File: src/rtl/intc_unit.sv
// ---------------------------------------------------------------------------
// intc_unit -- interrupt controller for the NeonFox core.
//
// Collects up to N_SRC external interrupt lines. A rising edge on a line
// latches it as pending, pending bits are masked by a software enable
// register, and the lowest-index active source is presented to the core on
// int_rq/int_addr. int_rq always drops for at least one cycle between
// requests so the core's rising-edge detector sees each interrupt.
//
// IO-space registers (BASE_ADDR + offset):
//   +0 ENABLE  r/w mask
//   +1 PENDING read, write-1-to-clear
//   +2 CAUSE   read-only: bit15 = request asserted, [3:0] = int_addr
//   +3 SWTRIG  write-1-to-set pending, reads 0
// Writes are byte-gated by H_en/L_en.
//
// Ports:
//   clk, rst        clock, synchronous active-high reset
//   src[N_SRC]      interrupt source lines (rising edge requests)
//   IO_address      core IO address
//   IO_wren/IO_ren  core IO write strobe / read enable
//   H_en/L_en       high/low byte write enables
//   data_out        core write data
//   IO_rdata        combinational read data (0 when not addressed/read)
//   int_rq          registered interrupt request
//   int_addr        registered index of the presented source
//
// Build option: define INTC_SYNC_EN to put a two-flop synchronizer on each
// src bit ahead of the edge detector (adds 2 cycles of latency).
// ---------------------------------------------------------------------------
module intc_unit #(
    parameter int          N_SRC     = 16,
    parameter logic [15:0] BASE_ADDR = 16'hFF00
) (
    input  logic             clk,
    input  logic             rst,
    input  logic [N_SRC-1:0] src,
    input  logic [15:0]      IO_address,
    input  logic             IO_wren,
    input  logic             IO_ren,
    input  logic             H_en,
    input  logic             L_en,
    input  logic [15:0]      data_out,
    output logic [15:0]      IO_rdata,
    output logic             int_rq,
    output logic [3:0]       int_addr
);

    typedef enum logic [1:0] {
        ST_IDLE   = 2'd0,
        ST_ASSERT = 2'd1,
        ST_GAP    = 2'd2
    } state_t;

    state_t           r_state;
    state_t           w_state_next;
    logic             r_int_rq;
    logic [3:0]       r_int_addr;

    logic [N_SRC-1:0] r_prev_src;
    logic [N_SRC-1:0] r_enable;
    logic [N_SRC-1:0] r_pending;

    logic [N_SRC-1:0] w_src_det;
    logic [N_SRC-1:0] w_rise;
    logic [N_SRC-1:0] w_wdata;
    logic [N_SRC-1:0] w_be;
    logic [N_SRC-1:0] w_w1c;
    logic [N_SRC-1:0] w_swtrig;
    logic [N_SRC-1:0] w_enable_next;
    logic [N_SRC-1:0] w_pending_next;
    logic [N_SRC-1:0] w_active_n;
    logic [N_SRC-1:0] w_active_next_n;

    logic [15:0]      w_be16;
    logic [15:0]      w_wdata16;
    logic [15:0]      w_enable16;
    logic [15:0]      w_pending16;
    logic [15:0]      w_active16;
    logic [15:0]      w_active_next16;
    logic [3:0]       w_sel;
    logic [3:0]       w_wr_sel;
    logic [3:0]       w_winner;
    logic             w_any;

    // -----------------------------------------------------------------------
    // Source conditioning
    // -----------------------------------------------------------------------
`ifdef INTC_SYNC_EN
    logic [N_SRC-1:0] r_sync1;
    logic [N_SRC-1:0] r_sync2;

    // Synchronizer resets to ones, matching prev_src, so lines that are high
    // when reset releases never look like a rising edge.
    always_ff @(posedge clk) begin
        if (rst) begin
            r_sync1 <= '1;
            r_sync2 <= '1;
        end else begin
            r_sync1 <= src;
            r_sync2 <= r_sync1;
        end
    end
    assign w_src_det = r_sync2;
`else
    assign w_src_det = src;
`endif

    assign w_rise = w_src_det & ~r_prev_src;

    // -----------------------------------------------------------------------
    // Address decode and byte-gated write data
    // -----------------------------------------------------------------------
    assign w_be16    = {{8{H_en}}, {8{L_en}}};
    assign w_wdata16 = data_out & w_be16;

    for (genvar gi = 0; gi < 4; gi++) begin : g_sel
        assign w_sel[gi] = (IO_address == BASE_ADDR + 16'(gi));
    end
    assign w_wr_sel = w_sel & {4{IO_wren}};

    // Narrow write data to the implemented sources and zero-extend the
    // register images back to 16 bits for readback and indexing.
    for (genvar gi = 0; gi < 16; gi++) begin : g_bits
        if (gi < N_SRC) begin : g_used
            assign w_wdata[gi]         = w_wdata16[gi];
            assign w_be[gi]            = w_be16[gi];
            assign w_enable16[gi]      = r_enable[gi];
            assign w_pending16[gi]     = r_pending[gi];
            assign w_active16[gi]      = w_active_n[gi];
            assign w_active_next16[gi] = w_active_next_n[gi];
        end else begin : g_unused
            assign w_enable16[gi]      = 1'b0;
            assign w_pending16[gi]     = 1'b0;
            assign w_active16[gi]      = 1'b0;
            assign w_active_next16[gi] = 1'b0;
        end
    end

    assign w_enable_next  = w_wr_sel[0] ? ((r_enable & ~w_be) | w_wdata) : r_enable;
    assign w_w1c          = w_wr_sel[1] ? w_wdata : '0;
    assign w_swtrig       = w_wr_sel[3] ? w_wdata : '0;
    // Set terms are OR'd after the clear so a same-cycle edge survives W1C.
    assign w_pending_next = (r_pending & ~w_w1c) | w_rise | w_swtrig;

    assign w_active_n      = r_pending & r_enable;
    assign w_active_next_n = w_pending_next & w_enable_next;

    // -----------------------------------------------------------------------
    // Priority encoder: lowest active index wins
    // -----------------------------------------------------------------------
    always_comb begin
        w_winner = 4'd0;
        w_any    = |w_active16;
        for (int i = 15; i >= 0; i--) begin
            if (w_active16[i]) begin
                w_winner = 4'(i);
            end
        end
    end

    // -----------------------------------------------------------------------
    // Request state machine
    // -----------------------------------------------------------------------
    always_comb begin
        w_state_next = r_state;
        case (r_state)
            ST_IDLE: begin
                if (w_any) begin
                    w_state_next = ST_ASSERT;
                end
            end
            ST_ASSERT: begin
                // Look at the post-write active set so a W1C or disable
                // drops the request on the same edge the write lands.
                if (!w_active_next16[r_int_addr]) begin
                    w_state_next = ST_GAP;
                end
            end
            ST_GAP: begin
                w_state_next = ST_IDLE;
            end
            default: begin
                w_state_next = ST_IDLE;
            end
        endcase
    end

    always_ff @(posedge clk) begin
        if (rst) begin
            r_state    <= ST_IDLE;
            r_int_rq   <= 1'b0;
            r_int_addr <= 4'd0;
            r_prev_src <= '1;
            r_enable   <= '0;
            r_pending  <= '0;
        end else begin
            r_state    <= w_state_next;
            r_int_rq   <= (w_state_next == ST_ASSERT);
            r_prev_src <= w_src_det;
            r_enable   <= w_enable_next;
            r_pending  <= w_pending_next;
            // The presented index is captured only when leaving IDLE and
            // stays frozen through ASSERT and GAP.
            if (r_state == ST_IDLE && w_any) begin
                r_int_addr <= w_winner;
            end
        end
    end

    assign int_rq   = r_int_rq;
    assign int_addr = r_int_addr;

    // -----------------------------------------------------------------------
    // Combinational read mux
    // -----------------------------------------------------------------------
    always_comb begin
        IO_rdata = 16'h0000;
        if (IO_ren) begin
            if (w_sel[0]) begin
                IO_rdata = w_enable16;
            end else if (w_sel[1]) begin
                IO_rdata = w_pending16;
            end else if (w_sel[2]) begin
                IO_rdata = {(r_state == ST_ASSERT), 11'd0, r_int_addr};
            end
        end
    end

endmodule

File: config.mk
export PLATFORM = sky130hd
export DESIGN_NAME = intc_unit
export DESIGN_NICKNAME = d
export VERILOG_FILES = /design/src/rtl/intc_unit.sv
export SDC_FILE = /design/constraint.sdc
export NUM_CORES = 1
export LEC_CHECK = 0
export CORE_MARGIN = 2
export CORE_UTILIZATION = 44
export CTS_CLUSTER_SIZE = 30
export DETAILED_ROUTE_END_ITERATION = 8
export PLACE_DENSITY = 0.85
export RECOVER_POWER = 25
export SYNTH_ARGS = -nofsm -noshare
export SYNTH_HDL_FRONTEND = slang
export SYNTH_SLANG_ARGS = --single-unit
File: constraint.sdc
create_clock -name clk -period 3 [get_ports clk]
set_input_delay 0.9 -clock clk [delete_from_list [all_inputs] [get_ports clk]]
set_output_delay 0.9 -clock clk [all_outputs]
set_load 0.1 [all_outputs]
==> impl_results.md <==
* Crit Reg-Reg Endpoint: r_state[0]$_SDFF_PP0_
* N_diodes at 0
* Share of cells above drive strength 1 at 34.43%
* Gate count of the mapped netlist at 361
* Row cnt at 29
* Worst path cell trace: buf_8, nor4_4, buf_4, nand3_4, or3_4, nor2_4, buf_12
* Starting Density at 46.05%
* Root buf cell: clkbuf_8
* Main synth FF type: dfxtp_1
* Ports at 75
* EDFF count, synth at 0
* Main combinational cell family by area after synthesis: simple AND/OR/NAND/NOR gates
* Worst Setup Start Kind: primary input
* Mux share of post-synthesis cell area at 8.877%
* Grt total ovfl at 0
* XOR/XNOR Fraction of Synth Area at 0%
* Fmax at 0.2993 GHz
* Core area at 0.006459 mm2
* Min Tclk post-route at 3.341 ns
* Chip Width at 86.22 um
* Req. time, crit path at 2.10 ns
* 1st-iter DRT viols at 369
* Final TNS setup at -5.368 ns
* Total GRT Usage at 30.06%
* TritonCTS buffer count at 5
* Leakage at 1.900 nW
* First-pass GRT wire length at 17550 um
* Slowest stage delay, CP at 0.46 ns
* Unrepaired setup endpoints after global routing: yes
* RR Startpoint: int_addr[0]$_SDFFE_PP0P_
* Clock skew at 0.01108 ns
* Port bufs at 74
* Distinct cells, synth at 55
* Top-area cell type share of the netlist area at 37.02%
* Worst skew pair latency at 0.32 ns
* Worst vdd ir at 0.2604 mV
* Drt first pass iters at 5
* Min-Delay Path Class: flop to flop
* Die H at 86.22 um
* Warnings, synthesis at 0
* HPWL after detailed placement at 7075 um
* Final core occ at 74.45%
* Post-Synthesis Cell Area at 0.002974 mm2
* Power consumption at 1.463 mW
* Simple-gate share of the synthesized area at 28.57%
* P&R area growth vs syn at 61.67%
* Final Hold Fails at 0
* Initial antenna violation count at 0
* Max H-tree Level at 2
* Crit Path Category: primary input to primary output
* Sequential area share after synthesis at 37.02%
* Largest net degree at the start of global routing at 43
* Gpl congestion at 0.9202
* Post-route cell area at 0.004808 mm2
* Period utilisation layout at 111.4%
* Worst reg2reg path depth at 5
* Slew Limit Fails at 0
* Post-synth ARST share at 0%
* Reg clk slew, reported paths at 0.09 ns
* Vias/cell at 6.306
* Net Count, Synth at 415
* Status: finished, violations left
* Hold Crit Depth at 2
* Number of synthesized register bits at 55
* Post-place instance area at 0.004412 mm2
* Hold path startpoint: r_pending[9]$_SDFF_PP0_
* Setup violations, final at 19
* Crit path max-delay cell type: or3_4
* Worst endpoint data arrival time at 2.44 ns
* Yosys top cell by area: dfxtp_1
* DRC violations left at 0
* WL per Instance at 20.25 um
* Setup crit end kind: primary output
* Worst hold slack at 0.5889 ns
* Hold endpoint: r_pending[9]$_SDFF_PP0_
* CP delay by family, top: simple AND/OR/NAND/NOR gates
* Pwr Density at 304.2 mW/mm2
* Vias in the first global route at 3552
* Area fraction in compound gates after synthesis at 20.95%
* Final WS setup at -0.3408 ns
* Failing checks: setup timing
* Rel. slew slack at 40.15%
* CTS tree: done
* Crit path buffers/inverters at 3
* Clock tree buffer depth at 2
* ANT nets after route at 0
* Syn_area_per_cell at 8.239 um2
* Die area at 0.007433 mm2
* Top cells by area, synth: dfxtp_1 (37%), mux2i_1 (7.7%), nor2_1 (5.7%), nand2_1 (3.9%), nor2b_1 (3.6%)
* Worst-path maximum fanout at 6
* Crit. path cell count at 7
* Worst Tran Pin Value at 0.8977 ns
* Post-Route WL at 11440 um
* Clock sinks at 55
* R2R Setup Slk at 0.94 ns
* Post-Synth Adder-Cell Area at 0%
* Total of max-cap violations at 0
* Vias at 3563
* Final net count at 541
-- worst max path at each step --
stage	from	to	slack, ns
final	IO_address[3]	IO_rdata[5]	-0.34
after detailed placement	IO_address[3]	r_state[0]$_SDFF_PP0_	-0.65
after global routing	IO_address[3]	IO_rdata[5]	-0.35
after CTS	IO_address[4]	IO_rdata[5]	-0.27
after floorplan	IO_address[3]	IO_rdata[10]	-0.26
after global placement	IO_address[3]	IO_rdata[5]	-0.60
-- final cells by class --
type                       count  area (um2)
fill                         440        1650
tap                           77       96.34
clock buffer                   6       82.58
timing repair buffer         136        1411
multi-input combinational    276        2052
inverter                      13       48.80
sequential                    55        1101
clock inverter                 2       16.27
-- logic make-up (layout without fill, tap and decap cells) --
family,after synthesis,after routing
buffers and inverters,31,157
DFF,55,55
muxes,26,26
and+or+nand+nor,159,160
AOI/OAI and AO/OA,90,90
-- report_power, final --
group / internal [mW] / switching [mW] / total (mW)
sequential: 0.753 / 0.0161 / 0.769
clock: 0.189 / 0.264 / 0.454
combinational: 0.131 / 0.109 / 0.240
-- worst reg2reg max path: stages (launching register included) --
cell and delay, ns:
dfxtp_1 0.80, nor2b_1 0.15, nor3b_2 0.21, or4_4 0.59, nand3_4 0.09, o22ai_2 0.08
-- what timing repair did --
action / in CTS / in global routing
gates cloned: 2 / 0
pin swaps: 12 / 26
resized for setup: 54 / 30
setup buffers: 8 / 4
hold buffers: 0 / 0
hold endpoints to repair: 0 / 0
setup endpoints to repair: 19 / 19
-- synthesized netlist by cell type, types with 2 or more instances --
| library cell | number |
|---|---|
| dfxtp_1 | 55 |
| nor2_1 | 45 |
| nand2_1 | 31 |
| mux2i_1 | 23 |
| a21oi_1 | 20 |
| nor2b_1 | 17 |
| o21ai_0 | 15 |
| or2_2 | 14 |
| clkbuf_1 | 13 |
| inv_1 | 13 |
| and2_1 | 11 |
| a31oi_1 | 9 |
| a22oi_1 | 8 |
| nand4_1 | 8 |
| nand3_1 | 7 |
| a41oi_1 | 5 |
| nor3_1 | 5 |
| o22ai_1 | 5 |
| a311oi_1 | 4 |
| a22o_1 | 3 |
| mux2_2 | 3 |
| a211o_1 | 2 |
| a211oi_1 | 2 |
| a21boi_0 | 2 |
| a311o_1 | 2 |
| a32o_1 | 2 |
| and3_1 | 2 |
| and4_1 | 2 |
| and4b_1 | 2 |
| buf_6 | 2 |
| nor3b_1 | 2 |
| nor4_1 | 2 |
| o311a_1 | 2 |
| or4_1 | 2 |
-- layout by cell type, fill, tap and decap left out, types with 10 or more instances in the layout --
cell type and count:
and2_1 10, clkdlybuf4s50_1 35, mux2i_1 18, dlygate4sd2_1 11, nor2_4 16, nor2b_1 16
or2_2 14, buf_12 18, nand2_1 30, a21oi_1 17, o21ai_0 11, dfxtp_1 55
buf_4 58, inv_1 13, nor2_1 29
-- state kept, by name (all words and copies together), names as in the netlist --
name        count
int_addr        4
r_enable       16
r_pending      16
int_rq          1
r_prev_src     16
r_state         2
-- metrics by stage --
stage | setup slack [ns] | instances
6_report | -0.3408 | 565
5_1_grt | -0.3487 | 565
4_1_cts | -0.2740 | 564
3_5_place_dp | -0.6503 | 546
3_3_place_gp | -0.6042 | 546
2_1_floorplan | -0.2550 | 361
-- routing by layer --
| metal | track usage, % | routed length (um) | vias up |
|---|---|---|---|
| met5 | 0 | 0 | - |
| met4 | 19.60 | 776 | 0 |
| met3 | 6.190 | 943 | 74 |
| met2 | 51.30 | 5707 | 242 |
| met1 | 33.97 | 4016 | 1687 |
| li1 | - | - | 1560 |
Power figures use the tool's default switching activity.
